[config.mk]
export PLATFORM = sky130hd
export DESIGN_NAME = branch_resolve
export DESIGN_NICKNAME = d
export VERILOG_FILES = /design/src/rtl/branch_resolve.sv
export SDC_FILE = /design/constraint.sdc
export NUM_CORES = 1
export LEC_CHECK = 0
export CAP_MARGIN = 20
export CORE_ASPECT_RATIO = 0.7
export CORE_MARGIN = 1
export CORE_UTILIZATION = 54
export CTS_CLUSTER_DIAMETER = 200
export DETAILED_ROUTE_END_ITERATION = 7
export GPL_TIMING_DRIVEN = 0
export PLACE_DENSITY = 0.88
export RECOVER_POWER = 50
export SYNTH_ARGS = -nofsm -noshare
export SYNTH_HDL_FRONTEND = slang
export SYNTH_SLANG_ARGS = --single-unit
[constraint.sdc]
create_clock -name clk -period 6.9 [get_ports clk]
set_input_delay 1.725 -clock clk [delete_from_list [all_inputs] [get_ports clk]]
set_output_delay 1.725 -clock clk [all_outputs]
set_load 0.01 [all_outputs]
[src/rtl/branch_resolve.sv]
// Branch resolution stage at the EX/MEM boundary.
// Computes the real next PC of each control-flow instruction and compares it
// with the fetch prediction. On a mispredict it issues a one-cycle redirect and
// a multi-cycle squash of the younger wrong-path stages. It also emits one
// predictor update per resolved instruction.
// Optional feature: define BRANCH_RESOLVE_PERF_EN to build saturating
// resolved/mispredict performance counters. Without the macro, both perf
// ports are tied to zero.
module branch_resolve #(
  parameter int unsigned SQUASH_CYCLES = 2
) (
  input  logic        clk,
  input  logic        rst,
  input  logic        stall,
  input  logic        ex_valid,
  input  logic        ex_is_br,
  input  logic        ex_is_jal,
  input  logic        ex_is_jalr,
  input  logic        ex_br_en,
  input  logic [31:0] ex_pc,
  input  logic [31:0] ex_imm,
  input  logic [31:0] ex_rs1,
  input  logic        ex_pred_taken,
  input  logic [31:0] ex_pred_target,
  output logic        redirect,
  output logic [31:0] redirect_pc,
  output logic        squash,
  output logic        misalign,
  output logic        bp_upd_valid,
  output logic [31:0] bp_upd_pc,
  output logic        bp_upd_taken,
  output logic [31:0] bp_upd_target,
  output logic [31:0] perf_br_cnt,
  output logic [31:0] perf_mispred_cnt
);

  typedef enum logic [1:0] {
    IDLE,
    REDIRECT,
    SQUASH
  } state_e;

  localparam logic [2:0] SquashLoad = 3'(SQUASH_CYCLES - 1);

  state_e      state_q, state_d;
  logic [2:0]  cnt_q, cnt_d;
  logic        redirect_q, redirect_d;
  logic [31:0] redirectPc_q, redirectPc_d;
  logic        squash_q, squash_d;
  logic        misalign_q, misalign_d;
  logic        updValid_q, updValid_d;
  logic [31:0] updPc_q, updPc_d;
  logic        updTaken_q, updTaken_d;
  logic [31:0] updTarget_q, updTarget_d;

  logic        isCtrl;
  logic        sample;
  logic        taken;
  logic [31:0] pcImm;
  logic [31:0] jalrSum;
  logic [31:0] target;
  logic [31:0] nextPc;
  logic        mispredict;

  assign pcImm   = ex_pc + ex_imm;
  assign jalrSum = ex_rs1 + ex_imm;

  // Decode the instruction in EX into direction, target and mispredict status
  always_comb begin
    isCtrl     = ex_is_br | ex_is_jal | ex_is_jalr;
    sample     = ex_valid & ~stall & (state_q == IDLE) & isCtrl;
    taken      = ex_is_jal | ex_is_jalr | (ex_is_br & ex_br_en);
    target     = ex_is_jalr ? (jalrSum & ~32'd1) : pcImm;
    nextPc     = taken ? target : (ex_pc + 32'd4);
    mispredict = (ex_pred_taken != taken) | (taken & (ex_pred_target != target));
  end

  // Next-state and next-output logic; pulses default low, data outputs hold
  always_comb begin
    state_d      = state_q;
    cnt_d        = cnt_q;
    redirect_d   = 1'b0;
    redirectPc_d = redirectPc_q;
    squash_d     = 1'b0;
    misalign_d   = 1'b0;
    updValid_d   = 1'b0;
    updPc_d      = updPc_q;
    updTaken_d   = updTaken_q;
    updTarget_d  = updTarget_q;
    case (state_q)
      IDLE: begin
        if (sample) begin
          updValid_d  = 1'b1;
          updPc_d     = ex_pc;
          updTaken_d  = taken;
          updTarget_d = target;
          misalign_d  = taken & target[1];
          if (mispredict) begin
            state_d      = REDIRECT;
            redirect_d   = 1'b1;
            redirectPc_d = nextPc;
            squash_d     = 1'b1;
          end
        end
      end
      REDIRECT: begin
        cnt_d = SquashLoad;
        if (SquashLoad != 3'd0) begin
          state_d  = SQUASH;
          squash_d = 1'b1;
        end else begin
          state_d = IDLE;
        end
      end
      SQUASH: begin
        squash_d = 1'b1;
        if (!stall) begin
          if (cnt_q == 3'd1) begin
            state_d  = IDLE;
            squash_d = 1'b0;
            cnt_d    = 3'd0;
          end else begin
            cnt_d = cnt_q - 3'd1;
          end
        end
      end
      default: begin
        state_d = IDLE;
        cnt_d   = 3'd0;
      end
    endcase
  end

  // State, squash counter and registered outputs
  always_ff @(posedge clk or negedge rst) begin
    if (!rst) begin
      state_q      <= IDLE;
      cnt_q        <= 3'd0;
      redirect_q   <= 1'b0;
      redirectPc_q <= 32'd0;
      squash_q     <= 1'b0;
      misalign_q   <= 1'b0;
      updValid_q   <= 1'b0;
      updPc_q      <= 32'd0;
      updTaken_q   <= 1'b0;
      updTarget_q  <= 32'd0;
    end else begin
      state_q      <= state_d;
      cnt_q        <= cnt_d;
      redirect_q   <= redirect_d;
      redirectPc_q <= redirectPc_d;
      squash_q     <= squash_d;
      misalign_q   <= misalign_d;
      updValid_q   <= updValid_d;
      updPc_q      <= updPc_d;
      updTaken_q   <= updTaken_d;
      updTarget_q  <= updTarget_d;
    end
  end

  assign redirect      = redirect_q;
  assign redirect_pc   = redirectPc_q;
  assign squash        = squash_q;
  assign misalign      = misalign_q;
  assign bp_upd_valid  = updValid_q;
  assign bp_upd_pc     = updPc_q;
  assign bp_upd_taken  = updTaken_q;
  assign bp_upd_target = updTarget_q;

`ifdef BRANCH_RESOLVE_PERF_EN
  logic [31:0] perfBrCnt_q;
  logic [31:0] perfMispredCnt_q;

  // Saturating counters of resolved and mispredicted control-flow instructions
  always_ff @(posedge clk or negedge rst) begin
    if (!rst) begin
      perfBrCnt_q      <= 32'd0;
      perfMispredCnt_q <= 32'd0;
    end else begin
      if (sample && (perfBrCnt_q != 32'hFFFF_FFFF)) begin
        perfBrCnt_q <= perfBrCnt_q + 32'd1;
      end
      if (sample && mispredict && (perfMispredCnt_q != 32'hFFFF_FFFF)) begin
        perfMispredCnt_q <= perfMispredCnt_q + 32'd1;
      end
    end
  end

  assign perf_br_cnt      = perfBrCnt_q;
  assign perf_mispred_cnt = perfMispredCnt_q;
`else
  assign perf_br_cnt      = 32'd0;
  assign perf_mispred_cnt = 32'd0;
`endif

endmodule

==> key figures <==
Detailed routing
  • Remaining antenna violation count: 0
  • Vias: approximately 12,000
  • First-pass detailed-route iteration total: 8
  • Vias per std cell: 6.165
  • DRC Markers: 0
  • Per-cell routed wire length: 22.13 um
  • Iter 0 DRT Violations: around 1,500
  • Routed wire length: between 40,000 and 50,000 um

Global routing
  • Largest net degree at the start of global routing: 64
  • Total congestion overflow: 0
  • First-pass GRT wire length: ~65,000 um
  • Vias in the first global route: ~11,000
  • Initial antenna violation count: 1
  • Total GRT Usage: between 40% and 50%

Synthesis
  • Avg Cell Area, Syn: between 7 and 8 um2
  • Syn Inst Count: between 1,000 and 1,500
  • Synth unique cells: 93
  • Area leader, netlist: dfrtp_1
  • Synth Flop Type: dfrtp_1
  • Most frequent cell after synthesis: nand2_1
  • Synth Warn #: 0
  • Share of the synthesized area in the top cell type: about a quarter
  • FFs w/ async S/R, synth: 100.0%
  • Post-synth EDFFs: 0
  • #FFs+latches synth: 106
  • Top post-synthesis cells by area: dfrtp_1 (24%), nand2_1 (8.1%), ha_1 (7.7%)
  • Seq/Total Area, Yosys: 23.98%
  • Mapped Area: between 10,000 and 15,000 um2
  • Post-synth top cells: nand2_1 (239), nor2_1 (111), dfrtp_1 (106), a21oi_1 (104), o21ai_0 (98)

Clock network
  • CTS Sinks: approximately 110
  • CTS Buf Count: 9
  • Clk slew on worst S/H paths: 0.07 ns
  • H-tree depth: 3
  • CTS tree: built
  • CTS root buf: clkbuf_16
  • CTS Buffer Depth: 2
  • Cts hold-fix bufs: 0
  • Worst skew pair latency: around 0.35 ns

Critical path
  • Crit-path max FO: 10
  • RR Startpoint: state_q[1]
  • R2R cell count: 9
  • Critical path arrival: ~7.0 ns
  • Most frequent CP cell: clkbuf_1
  • Critical Path Start Type: primary input
  • Crit-path cells: clkbuf_1 > clkbuf_1 > clkbuf_1 > buf_1 > clkbuf_1 > clkbuf_1 > buf_1 > mux2i_1 > o21ai_0 > mux2_4
  • Critical-path top delay cell: clkbuf_1
  • Reg-to-Reg End: bp_upd_pc[14]
  • Worst setup EP type: register
  • Reg-to-reg slack, setup: slightly below 4 ns
  • WP data required: 7.13 ns
  • Max incr delay on CP: 0.65 ns
  • Worst Setup Path Type: primary input to register

Layout
  • Synth-to-layout area growth: 29.48%
  • # nets final: around 1,900
  • Final Non-Filler Cells: 1,989
  • Final Core Density: between 70% and 80%
  • Fin area: 14,320 um2
  • Layout cells sized above 1: 10.01%

Timing
  • Crit path time final: 6.761 ns
  • Tcrit/Tclk final: 97.99%
  • Final hold viol count: 0
  • Post-route setup slack: 0.1389 ns
  • Layout Skew: between 0.007 and 0.008 ns
  • Max Clock Freq: 147.9 MHz
  • Slew Viols, Final: about 110
  • Least-Margin Pin Slew: 2.814 ns
  • RSZ-0062 raised after global routing: no
  • Final Setup Violations: 0
  • WHS: around 0.47 ns
  • Setup TNS Final: 0 ns
  • Worst slew margin: -87.58%

Placed design
  • DP Area: 14,030 um2
  • DP Cell Count: between 1,500 and 2,000
  • Hpwl dp: 35,950 um
  • Gpl congestion: just under 1
  • Post-Place Worst Slack: -0.07603 ns
  • IO buf count: about 240

Die
  • Initial Utilization: between 50 and 60%
  • Die area: roughly 21,000 um2
  • Row cnt: 43
  • Chip height: between 100 and 150 um
  • Boundary pin count: slightly above 300
  • Die width: between 150 and 200 um
  • Core area: between 15,000 and 20,000 um2

Power
  • Clk pwr share: between 10% and 20%
  • Total power draw: around 3.7 mW
  • Gate power share: between 50% and 60%
  • Peak supply drop: ~0.00014 V
  • PD cells: between 200 and 300 nW/um2
  • Switching Share: 40.91%
  • Sequential Power Share: between 20% and 30%
  • Sw Pwr: around 1.5 mW
  • Static Leak: roughly 6.5 nW
  • Int Power: 2.206 mW

Run
  • Max-capacitance violation count: 2

Worst hold path
  • WHS Endpoint: bp_upd_pc[28]
  • Hold depth: 2
  • Min-Delay Path Class: register to register
  • Hold wc startpoint: bp_upd_pc[28]

Status
  • Status: finished, violations left
  • Failing checks: capacitance limit, slew limit
## cell usage in the layout (no fill, tap or decap), types with 13 or more instances in the layout
cell / n
nand2_1: 239
clkdlybuf4s50_1: 187
nor2_1: 111
dfrtp_1: 106
a21oi_1: 104
o21ai_0: 98
ha_1: 68
buf_4: 65
conb_1: 64
clkbuf_1: 53
xor2_1: 52
dlygate4sd3_1: 48
xnor2_1: 44
nand3_1: 31
mux2_4: 28
inv_1: 27
nor3_1: 24
nand4_1: 24
and3_1: 21
o211ai_1: 16
mux2i_1: 16
a21o_1: 14
mux2_2: 14
a31oi_1: 13
## worst max path at each step
stage | startpoint | endpoint | slack, ns | cells past startpoint
floorplan | ex_pc[4] | redirect_pc[10] | 1.69 | 15
global placement | ex_pc[0] | redirect_pc[5] | -0.23 | 17
detailed placement | ex_pc[0] | redirect_pc[11] | -0.08 | 17
CTS | ex_pc[0] | redirect_pc[13] | 0.22 | 17
global route | rst | bp_upd_pc[24] | 0.009 | 2
finish | ex_is_jalr | redirect_pc[9] | 0.14 | 10
## cell families (layout without fill, tap and decap cells)
kind of cell / Yosys count / count (layout) / synth area share (%)
buffers and inverters: 168 / 422 / 8.664
multiplexers: 58 / 58 / 6.673
adder cells (fa/ha/maj): 70 / 70 / 8.053
AO/OA/AOI/OAI: 355 / 355 / 20.20
flip-flops: 106 / 106 / 23.98
other: 1 / 65 / 0.03390
AND/OR/NAND/NOR: 538 / 538 / 22.89
XOR/XNOR: 105 / 105 / 9.501
## metal layers
metal / GRT usage, % / up-vias / share of wire (%)
met1: 58.48 / 5812 / 42
met2: 61.82 / 853 / 42
li1: - / 5506 / -
met5: 0 / - / 0
met3: 9.956 / 91 / 14
met4: 12.33 / 0 / 2.4
## critical path, delay by kind of cell
kind / cells / cell delay [ns]
buffers and inverters: 7 / 4.19
muxes: 2 / 0.85
AOI/OAI and AO/OA: 1 / 0.20
## state kept, by name, indices dropped and copies added (netlist names)
signal,flops
bp_upd_pc,32
bp_upd_taken,1
bp_upd_target,32
bp_upd_valid,1
cnt_q,3
misalign,1
redirect,1
redirect_pc,32
squash,1
state_q,2
## final cells by class
class                   count  area (um2)
well taps                 270       337.8
diodes                      1       2.502
multi-input cells        1190        7702
flip-flops and latches    106        2653
clock buffers              10       229.0
repair buffers            239        2376
inverters                  29       108.9
plain buffers             139       849.6
clock inverters             5       63.81
fillers                  1550        5638
## power groups by stage
stage               logic [mW]  registers (mW)  clock network, mW
detailed placement        2.07            1.11                  0
global route              2.21            1.14              0.541
global placement          2.00            1.10                  0
CTS                       2.10            1.11              0.520
finish                    2.09            1.11              0.525
floorplan                0.931            1.20                  0
## timing repair
action | 4_1_cts | 5_1_grt
endpoints found under the setup margin | 0 | 34
buffers inserted | 0 | 0
resized for setup | 0 | 3
No activity file was read; power rests on OpenSTA's default activity.
